## src/rtl/hilo_mult_ctrl_if.sv

```systemverilog
// hilo_mult_ctrl_if
// Issue/result bundle between the execute stage and the HI/LO multiply
// controller.
//
// Signals:
//   issue_valid  execute stage presents a HI/LO-class instruction
//   issue_funct  R-type funct field of that instruction
//   rs_data      operand A, or the MTHI/MTLO source value
//   rt_data      operand B
//   issue_ready  controller is idle and will consume a recognised instruction
//   stall        execute must hold: recognised instruction presented while busy
//   busy         multiply in flight
//   mf_valid     mf_data carries the HI or LO value for an MFHI/MFLO this cycle
//   mf_data      HI or LO value, zero when no MFHI/MFLO is served
//   done         one-cycle pulse after a multiply commits HI/LO
//   hi_out       architectural HI register
//   lo_out       architectural LO register
//
// Handshake: an instruction is consumed on a cycle where issue_valid,
// issue_ready and a recognised funct coincide. A recognised instruction
// presented while issue_ready is low raises stall and has no side effect;
// the execute stage must keep issue_valid/issue_funct/rs_data/rt_data stable
// until the cycle stall drops. Unrecognised functs are ignored in any state.

interface hilo_mult_ctrl_if #(
    parameter int WIDTH = 32
);
    logic             issue_valid;
    logic [5:0]       issue_funct;
    logic [WIDTH-1:0] rs_data;
    logic [WIDTH-1:0] rt_data;
    logic             issue_ready;
    logic             stall;
    logic             busy;
    logic             mf_valid;
    logic [WIDTH-1:0] mf_data;
    logic             done;
    logic [WIDTH-1:0] hi_out;
    logic [WIDTH-1:0] lo_out;

    modport master (
        output issue_valid, issue_funct, rs_data, rt_data,
        input  issue_ready, stall, busy, mf_valid, mf_data, done, hi_out, lo_out
    );

    modport slave (
        input  issue_valid, issue_funct, rs_data, rt_data,
        output issue_ready, stall, busy, mf_valid, mf_data, done, hi_out, lo_out
    );
endinterface

```

## src/rtl/hilo_mult_ctrl.sv

```systemverilog
// hilo_mult_ctrl
// Multi-cycle MULT/MULTU sequencer and owner of the HI/LO registers.
// A multiply is accepted in IDLE, its 64-bit product is captured at
// acceptance, and HI/LO are committed MUL_LATENCY cycles later. Any
// recognised HI/LO instruction presented while the multiply is in flight
// stalls the pipeline and is serviced in the following IDLE cycle.
//
// Ports:
//   clk  rising-edge clock
//   rst  synchronous active-high reset (discards an in-flight multiply)
//   bus  hilo_mult_ctrl_if slave modport (issue side and HI/LO results)
//
// FSM state is visible externally: busy is high exactly in BUSY and
// issue_ready exactly in IDLE.

module hilo_mult_ctrl #(
    parameter int MUL_LATENCY = 4,
    parameter int WIDTH       = 32
) (
    input logic             clk,
    input logic             rst,
    hilo_mult_ctrl_if.slave bus
);

    localparam logic [5:0] F_MFHI  = 6'b010000;
    localparam logic [5:0] F_MTHI  = 6'b010001;
    localparam logic [5:0] F_MFLO  = 6'b010010;
    localparam logic [5:0] F_MTLO  = 6'b010011;
    localparam logic [5:0] F_MULT  = 6'b011000;
    localparam logic [5:0] F_MULTU = 6'b011001;

    localparam int CW = $clog2(MUL_LATENCY);

    typedef enum logic {
        IDLE = 1'b0,
        BUSY = 1'b1
    } state_t;

    state_t             state_q;
    logic [CW-1:0]      cnt_q;
    logic [2*WIDTH-1:0] prod_q;
    logic [2*WIDTH-1:0] prod_d;
    logic [WIDTH-1:0]   hi_q;
    logic [WIDTH-1:0]   lo_q;
    logic               done_q;

    logic is_mult, is_multu, is_mfhi, is_mflo, is_mthi, is_mtlo, recognised;
    logic [2*WIDTH-1:0] a_ext, b_ext;

    always_comb begin
        is_mult    = (bus.issue_funct == F_MULT);
        is_multu   = (bus.issue_funct == F_MULTU);
        is_mfhi    = (bus.issue_funct == F_MFHI);
        is_mflo    = (bus.issue_funct == F_MFLO);
        is_mthi    = (bus.issue_funct == F_MTHI);
        is_mtlo    = (bus.issue_funct == F_MTLO);
        recognised = is_mult | is_multu | is_mfhi | is_mflo | is_mthi | is_mtlo;
    end

    // The low 2*WIDTH bits of a product of sign-extended operands are the
    // exact signed product, so one unsigned multiplier serves both opcodes.
    always_comb begin
        a_ext  = is_mult ? {{WIDTH{bus.rs_data[WIDTH-1]}}, bus.rs_data}
                         : {{WIDTH{1'b0}}, bus.rs_data};
        b_ext  = is_mult ? {{WIDTH{bus.rt_data[WIDTH-1]}}, bus.rt_data}
                         : {{WIDTH{1'b0}}, bus.rt_data};
        prod_d = a_ext * b_ext;
    end

    always_ff @(posedge clk) begin
        if (rst) begin
            state_q <= IDLE;
            cnt_q   <= '0;
            prod_q  <= '0;
            hi_q    <= '0;
            lo_q    <= '0;
            done_q  <= 1'b0;
        end else begin
            case (state_q)
                IDLE: begin
                    done_q <= 1'b0;
                    if (bus.issue_valid) begin
                        if (is_mult || is_multu) begin
                            prod_q  <= prod_d;
                            cnt_q   <= CW'(MUL_LATENCY - 1);
                            state_q <= BUSY;
                        end else if (is_mthi) begin
                            hi_q <= bus.rs_data;
                        end else if (is_mtlo) begin
                            lo_q <= bus.rs_data;
                        end
                    end
                end
                BUSY: begin
                    if (cnt_q == '0) begin
                        hi_q    <= prod_q[2*WIDTH-1:WIDTH];
                        lo_q    <= prod_q[WIDTH-1:0];
                        done_q  <= 1'b1;
                        state_q <= IDLE;
                    end else begin
                        cnt_q  <= cnt_q - 1'b1;
                        done_q <= 1'b0;
                    end
                end
                default: begin
                    state_q <= IDLE;
                    done_q  <= 1'b0;
                end
            endcase
        end
    end

    // MFHI/MFLO are answered combinationally, only while idle.
    logic mf_hit;
    assign mf_hit = bus.issue_valid & (state_q == IDLE) & (is_mfhi | is_mflo);

    assign bus.issue_ready = (state_q == IDLE);
    assign bus.busy        = (state_q == BUSY);
    assign bus.stall       = bus.issue_valid & recognised & (state_q == BUSY);
    assign bus.mf_valid    = mf_hit;
    assign bus.mf_data     = mf_hit ? (is_mfhi ? hi_q : lo_q) : '0;
    assign bus.done        = done_q;
    assign bus.hi_out      = hi_q;
    assign bus.lo_out      = lo_q;

endmodule

```

## src/flat_wrapper.sv

```systemverilog
// flat-port wrapper written by rule: the top's interface ports become plain ports
module hilo_mult_ctrl_flat 
#(
    parameter int MUL_LATENCY = 4,
    parameter int WIDTH       = 32
)
  (clk, rst, bus_issue_valid, bus_issue_funct, bus_rs_data, bus_rt_data, bus_issue_ready, bus_stall, bus_busy, bus_mf_valid, bus_mf_data, bus_done, bus_hi_out, bus_lo_out);
  hilo_mult_ctrl_if #(.WIDTH(WIDTH)) bus_i ();
  input logic clk;
  input logic rst;
  input wire logic [$bits(bus_i.issue_valid)-1:0] bus_issue_valid;
  input wire logic [$bits(bus_i.issue_funct)-1:0] bus_issue_funct;
  input wire logic [$bits(bus_i.rs_data)-1:0] bus_rs_data;
  input wire logic [$bits(bus_i.rt_data)-1:0] bus_rt_data;
  output wire logic [$bits(bus_i.issue_ready)-1:0] bus_issue_ready;
  output wire logic [$bits(bus_i.stall)-1:0] bus_stall;
  output wire logic [$bits(bus_i.busy)-1:0] bus_busy;
  output wire logic [$bits(bus_i.mf_valid)-1:0] bus_mf_valid;
  output wire logic [$bits(bus_i.mf_data)-1:0] bus_mf_data;
  output wire logic [$bits(bus_i.done)-1:0] bus_done;
  output wire logic [$bits(bus_i.hi_out)-1:0] bus_hi_out;
  output wire logic [$bits(bus_i.lo_out)-1:0] bus_lo_out;
  assign bus_i.issue_valid = bus_issue_valid;
  assign bus_i.issue_funct = bus_issue_funct;
  assign bus_i.rs_data = bus_rs_data;
  assign bus_i.rt_data = bus_rt_data;
  assign bus_issue_ready = bus_i.issue_ready;
  assign bus_stall = bus_i.stall;
  assign bus_busy = bus_i.busy;
  assign bus_mf_valid = bus_i.mf_valid;
  assign bus_mf_data = bus_i.mf_data;
  assign bus_done = bus_i.done;
  assign bus_hi_out = bus_i.hi_out;
  assign bus_lo_out = bus_i.lo_out;
  hilo_mult_ctrl #(.MUL_LATENCY(MUL_LATENCY), .WIDTH(WIDTH)) u_core (.clk(clk), .rst(rst), .bus(bus_i));
endmodule
```

## config.mk

```make
export PLATFORM = sky130hd
export DESIGN_NAME = hilo_mult_ctrl_flat
export DESIGN_NICKNAME = d
export VERILOG_FILES = /design/src/rtl/hilo_mult_ctrl_if.sv /design/src/rtl/hilo_mult_ctrl.sv /design/src/flat_wrapper.sv
export SDC_FILE = /design/constraint.sdc
export NUM_CORES = 2
export LEC_CHECK = 0
export CAP_MARGIN = 20
export CORE_MARGIN = 2
export CORE_UTILIZATION = 25
export CTS_CLUSTER_SIZE = 40
export DETAILED_ROUTE_END_ITERATION = 7
export MAX_ROUTING_LAYER = met4
export PLACE_DENSITY_LB_ADDON = 0.1
export SETUP_SLACK_MARGIN = 0.4
export SLEW_MARGIN = 20
export SYNTH_ARGS = -nofsm -noshare
export SYNTH_HDL_FRONTEND = slang
export SYNTH_SLANG_ARGS = --single-unit
```

## constraint.sdc

```tcl
create_clock -name clk -period 10.4 [get_ports clk]
set_input_delay 1.04 -clock clk [delete_from_list [all_inputs] [get_ports clk]]
set_output_delay 1.04 -clock clk [all_outputs]
set_load 0.02 [all_outputs]
```

After elaboration in Yosys (flattened, before gate mapping)

Index checks and enable logic that the tools add are counted.

Flip-flop bits (word level): 132
Input bits: 73
Output and inout port bits: 101
Word-level logic and storage cells: 64

$add $sub $neg: 1
Multiply operators: 1
Eq/ne operators: 14
Multiplexer cells: 25
Bitwise gates (word level): 11
Reduce and logical (&&, ||, !) cells: 6

Operators with widths:

| operator                                               | count |
|---|---|
| two-way mux 32 bit                                     | 11 |
| two-way mux 64 bit                                     | 2 |
| case mux 32 bit (2 select lines)                       | 2 |
| multiplier 64 x 64 -> 64 bit                           | 1 |
| == test 6 x 5 -> 1 bit (second input constant)         | 6 |
| inequality test 2 bit (second input constant)          | 5 |
| two-way mux 2 bit                                      | 3 |
| inequality test 2 x 1 -> 1 bit (second input constant) | 3 |
| OR 1 bit                                               | 6 |
| AND reduction 3 bit                                    | 2 |
| AND reduction 5 bit                                    | 1 |
| AND 1 bit                                              | 4 |
| two-way mux 1 bit                                      | 4 |
| case mux 1 bit (2 select lines)                        | 2 |
| case mux 2 bit (2 select lines)                        | 1 |
| AND reduction 4 bit                                    | 1 |
| zero test 2 bit                                        | 1 |
| subtractor 2 x 1 -> 2 bit (second input constant)      | 1 |
| logical OR 1 bit                                       | 1 |
| NOT 1 bit                                              | 1 |

Longest topological paths before layout

Word-level depth: 8
Mapped depth: 40
Gate-level depth less buffers: 36

Least setup slack after synthesis

Ideal clock, no wire load.

Kind: input -> register
From: input port bus_issue_funct[1]
To: register u_core.prod_q[61]
Library setup time: 0.091 ns
Arrival: 10.366 ns
Data required time: 10.309 ns
Setup slack: -0.057 ns
Stages: 34
Path buffers: 4
Cells stage by stage: clkbuf_1 > nor2_1 > and3_1 > clkbuf_1 > and2_0 > clkbuf_1 > nand2_1 > fa_1 > inv_1 > fa_1 > fa_1 > fa_1 > inv_1 > fa_1 > inv_1 > fa_1 > fa_1 > fa_1 > fa_1 > inv_1 > fa_1 > inv_1 > ha_1 > clkbuf_1 > a21o_1 > a21o_1 > a21o_1 > a21o_1 > a21o_1 > a31oi_1 > nand3_1 > nor2_1 > a21oi_1 > a311oi_1

Cells in the longest elaborated chain, start to end: 3
Elaborated cells between the ends (all ways): 7
Classes of those cells: mul: 1; eq/ne: 2; mux: 2; reduce/logical: 2

RTL lines:

| item                                                                | RTL line                                   | source |
|---|---|---|
| start: declaration                                                  | flat_wrapper.sv:12                         | `input wire logic [$bits(bus_i.issue_funct)-1:0] bus_issue_funct;` |
| == test 6 x 5 -> 1 bit, on equally long branches                    | hilo_mult_ctrl.sv:51, hilo_mult_ctrl.sv:52 |  |
| two-way mux 64 bit, or another cell as far along                    | hilo_mult_ctrl.sv:63                       | `a_ext = is_mult ? {{WIDTH{bus.rs_data[WIDTH-1]}}, bus.rs_data}` |
| multiplier 64 x 64 -> 64 bit or AND reduction 3 bit (tied branches) | --                                         |  |
| end signal: assignment                                              | hilo_mult_ctrl.sv:84                       | `prod_q <= prod_d;` |
| end: declaration                                                    | hilo_mult_ctrl.sv:41                       | `logic [2*WIDTH-1:0] prod_q;` |

Parallel ways exist; a longest one is shown, timed or not.
A chain may end at the register's enable or synchronous reset.

Worst setup path in the final report

From: input port bus_issue_funct[4]
To: register u_core.prod_q[63]

The elaborated chain is that of the path after synthesis.

==> flow_summary.toml <==
[clock_tree]
clk_latency_ns = 0.41
cts_buffers = 17
cts_tree = "built"
clkTransAtPathRegs_ns = 0.06
ctsHoldBuffers = 0
clock-root-buffer = "clkbuf_16"
htreeDepth = 4
cts.sinks = 132
cts_max_path_buffers = 2

[synthesis]
synth_cells = 5790
yosys_most_used_dff = "dfxtp_1"
synth-seq-area-share_pct = 5.010
synth_cell_types = 65
synth_nets = 7596
synth_edf_count = 0
synthTopCellsByCount = "1538 x inv_1, 1419 x fa_1, 856 x nand2_1"
synth_top_area_cell = "fa_1"
syn_area_um2 = 52740
yosys_warnings = 0
ys_seq_elements = 132
yosys.cell_count.top_type = "inv_1"
async_flop_share_pct = 0
yosysTopAreaCellShare_pct = 53.86
synth_area_per_cell_um2 = 9.109
synth_area_leaders = "fa_1 54%, inv_1 11%, ha_1 7.4%"

[critical_path]
crit_family = "adder cells"
worstSetupPathType = "in2reg"
cpPeakStageDelay_ns = 0.65
cp-end-kind = "flop"
start_kind = "input port"
required_ns = 10.75
worstPathArrival_ns = 10.09
cpMostUsedCell = "fa_1"
cp_max_fo = 8
cp_num_buf_inv = 14
crit_path_top_delay_cell = "fa_2"

[timing]
slew_violations = 0
max_freq_mhz = 102.7
skew_ns = 0.004843
finalCriticalPeriod_ns = 9.739
worstMarginPinSlew_ns = 1.025
timing.slew.headroom_pct = 31.66
rsz0062_at_grt = "true"
setup_viol = 0
hold_ws_ns = 0.4530
fin_crit_sh_pct = 93.64
finalHoldViolations = 0

[drt]
drt_iter0_drc = 1903
wl_per_cell_um = 21.44
final_antenna_net_count = 0
wl_met1_mm = 96.68
drc_errors = 0
dr.pass1.iters = 5
wl_met2_mm = 88.55
viasPerCell = 4.265
route.met3.wl_mm = 6.376
wirelength_mm = 194.4
highest_layer = "met4"
num_vias = 38660

[layout]
drive_gt1_share_pct = 12.42
nFillCells = 22440
seqCellArea_um2 = 2646
multiInputGateArea_um2 = 43820
area_growth_pct = 18.73
fin_nets = 8048

[floorplanning]
start_util_pct = 25.17
ioPinCount = 174
die_area_um2 = 214700
core_area_um2 = 209600
die_h_um = 463.3
die_x_um = 463.3
fp-row-count = 168

[global_routing]
grt_pass1_vias = 43630
antenna_found_initial = 16
grt_max_degree = 88
grt_usage_pct = 18.93
grt_first_pass_wirelength_mm = 293.8
overflow = 0

[placed_design]
port_buffers = 173
dpl.hpwl_mm = 173.6
place.gp.congestion = 0.8602

[worst_hold_path]
hold_path.class = "reg2reg"

[run_status]
run_status = "completed"

[job]
cap_violations = 0
## layer usage
layer,GRT usage [%],vias up
met5,-,-
met4,2.392,0
met3,1.041,83
met2,30.10,664
met1,27.27,20310
li1,-,17600
## worst paths after layout
check	from	end	slack (ns)	cells past startpoint
worst max-delay path	bus_issue_funct[4]	u_core.prod_q[63]	0.66	36
worst min-delay path	u_core.prod_q[30]	u_core.prod_q[30]	0.45	2
worst max register to register	u_core.bus.busy	u_core.prod_q[57]	8.01	7
worst min register to register	u_core.prod_q[30]	u_core.prod_q[30]	0.45	2
## registers in the layout, indices dropped and copies added, names as in the netlist
name,count
u_core.bus.lo_out,32
u_core.prod_q,64
u_core.bus.busy,1
u_core.bus.done,1
u_core.bus.hi_out,32
u_core.cnt_q,2
## cells in the final DEF (no fill, tap or decap), types with 11 or more instances in the layout
| master | synthesis | final |
|---|---|---|
| xnor2_1 | 89 | 83 |
| inv_2 | 0 | 25 |
| clkbuf_16 | 0 | 17 |
| nand3_1 | 23 | 23 |
| a211oi_1 | 74 | 74 |
| clkdlybuf4s50_1 | 0 | 131 |
| o22ai_1 | 33 | 33 |
| fa_1 | 1419 | 1369 |
| buf_2 | 3 | 34 |
| and3_1 | 32 | 31 |
| nand2_1 | 856 | 845 |
| and2_1 | 363 | 362 |
| nor2b_1 | 36 | 36 |
| a21oi_1 | 194 | 181 |
| nand2b_1 | 16 | 16 |
| buf_4 | 0 | 503 |
| a21o_1 | 38 | 38 |
| ha_1 | 314 | 305 |
| nor2_1 | 158 | 156 |
| buf_12 | 0 | 39 |
| o21ai_0 | 36 | 32 |
| inv_1 | 1538 | 1510 |
| a21oi_2 | 0 | 11 |
| nand4_1 | 12 | 12 |
| xor2_1 | 22 | 22 |
| fa_2 | 0 | 50 |
| dfxtp_1 | 132 | 131 |
## cell type report
cell class	instances	share of cell area, %
clock inverters	10	0.2078
flip-flops and latches	132	4.226
well taps	2805	5.605
inverters	1538	9.231
multi-input cells	3828	69.97
repair buffers	725	9.999
clock buffers	22	0.7413
diodes	4	0.01599
## what timing repair did
| item | 4_1_cts | 5_1_grt |
|---|---|---|
| cloned | 1 | 0 |
| setup endpoints to repair | 16 | 16 |
| resized for setup | 91 | 88 |
| buffers inserted | 9 | 11 |
| pin swaps | 52 | 99 |
## logic make-up (layout without fill, tap and decap cells)
family | after synthesis | count (layout) | share of synthesized area, %
buffers and inverters | 1830 | 2295 | 13.03
adder cells (fa/ha/maj) | 1734 | 1734 | 61.33
AND/OR/NAND/NOR | 1536 | 1536 | 13.41
AO/OA/AOI/OAI | 446 | 446 | 5.359
flip-flops | 132 | 132 | 5.010
XOR/XNOR | 111 | 111 | 1.843
multiplexers | 1 | 1 | 0.01898
other | 0 | 4 | 0
## per-stage QoR
| stage | util (%) | setup WS, ns | area (µm²) | TNS, ns | std cells |
|---|---|---|---|---|---|
| after detailed placement | 29.22 | -0.8835 | 61240 | -5.498 | 9007 |
| after global routing | 29.87 | 0.3683 | 62610 | 0 | 9060 |
| final | 29.88 | 0.6610 | 62620 | 0 | 9064 |
| after floorplan | - | 0.4163 | 52770 | 0 | 5790 |
| after global placement | 29.22 | -0.7906 | 61240 | -5.006 | 9007 |
| after CTS | 29.67 | 0.4990 | 62170 | 0 | 9049 |
## worst register-to-register path: stages, from the launching register on
cell and delay (ns):
dfxtp_4 0.49, inv_1 0.23, nand3_1 0.18, nor3b_2 0.25
buf_4 0.60, nor2_1 0.29, nand2_1 0.15, o31ai_1 0.07
Power is not shown: default switching activity piles up to over one toggle a cycle in this logic, so the estimate is an artifact.
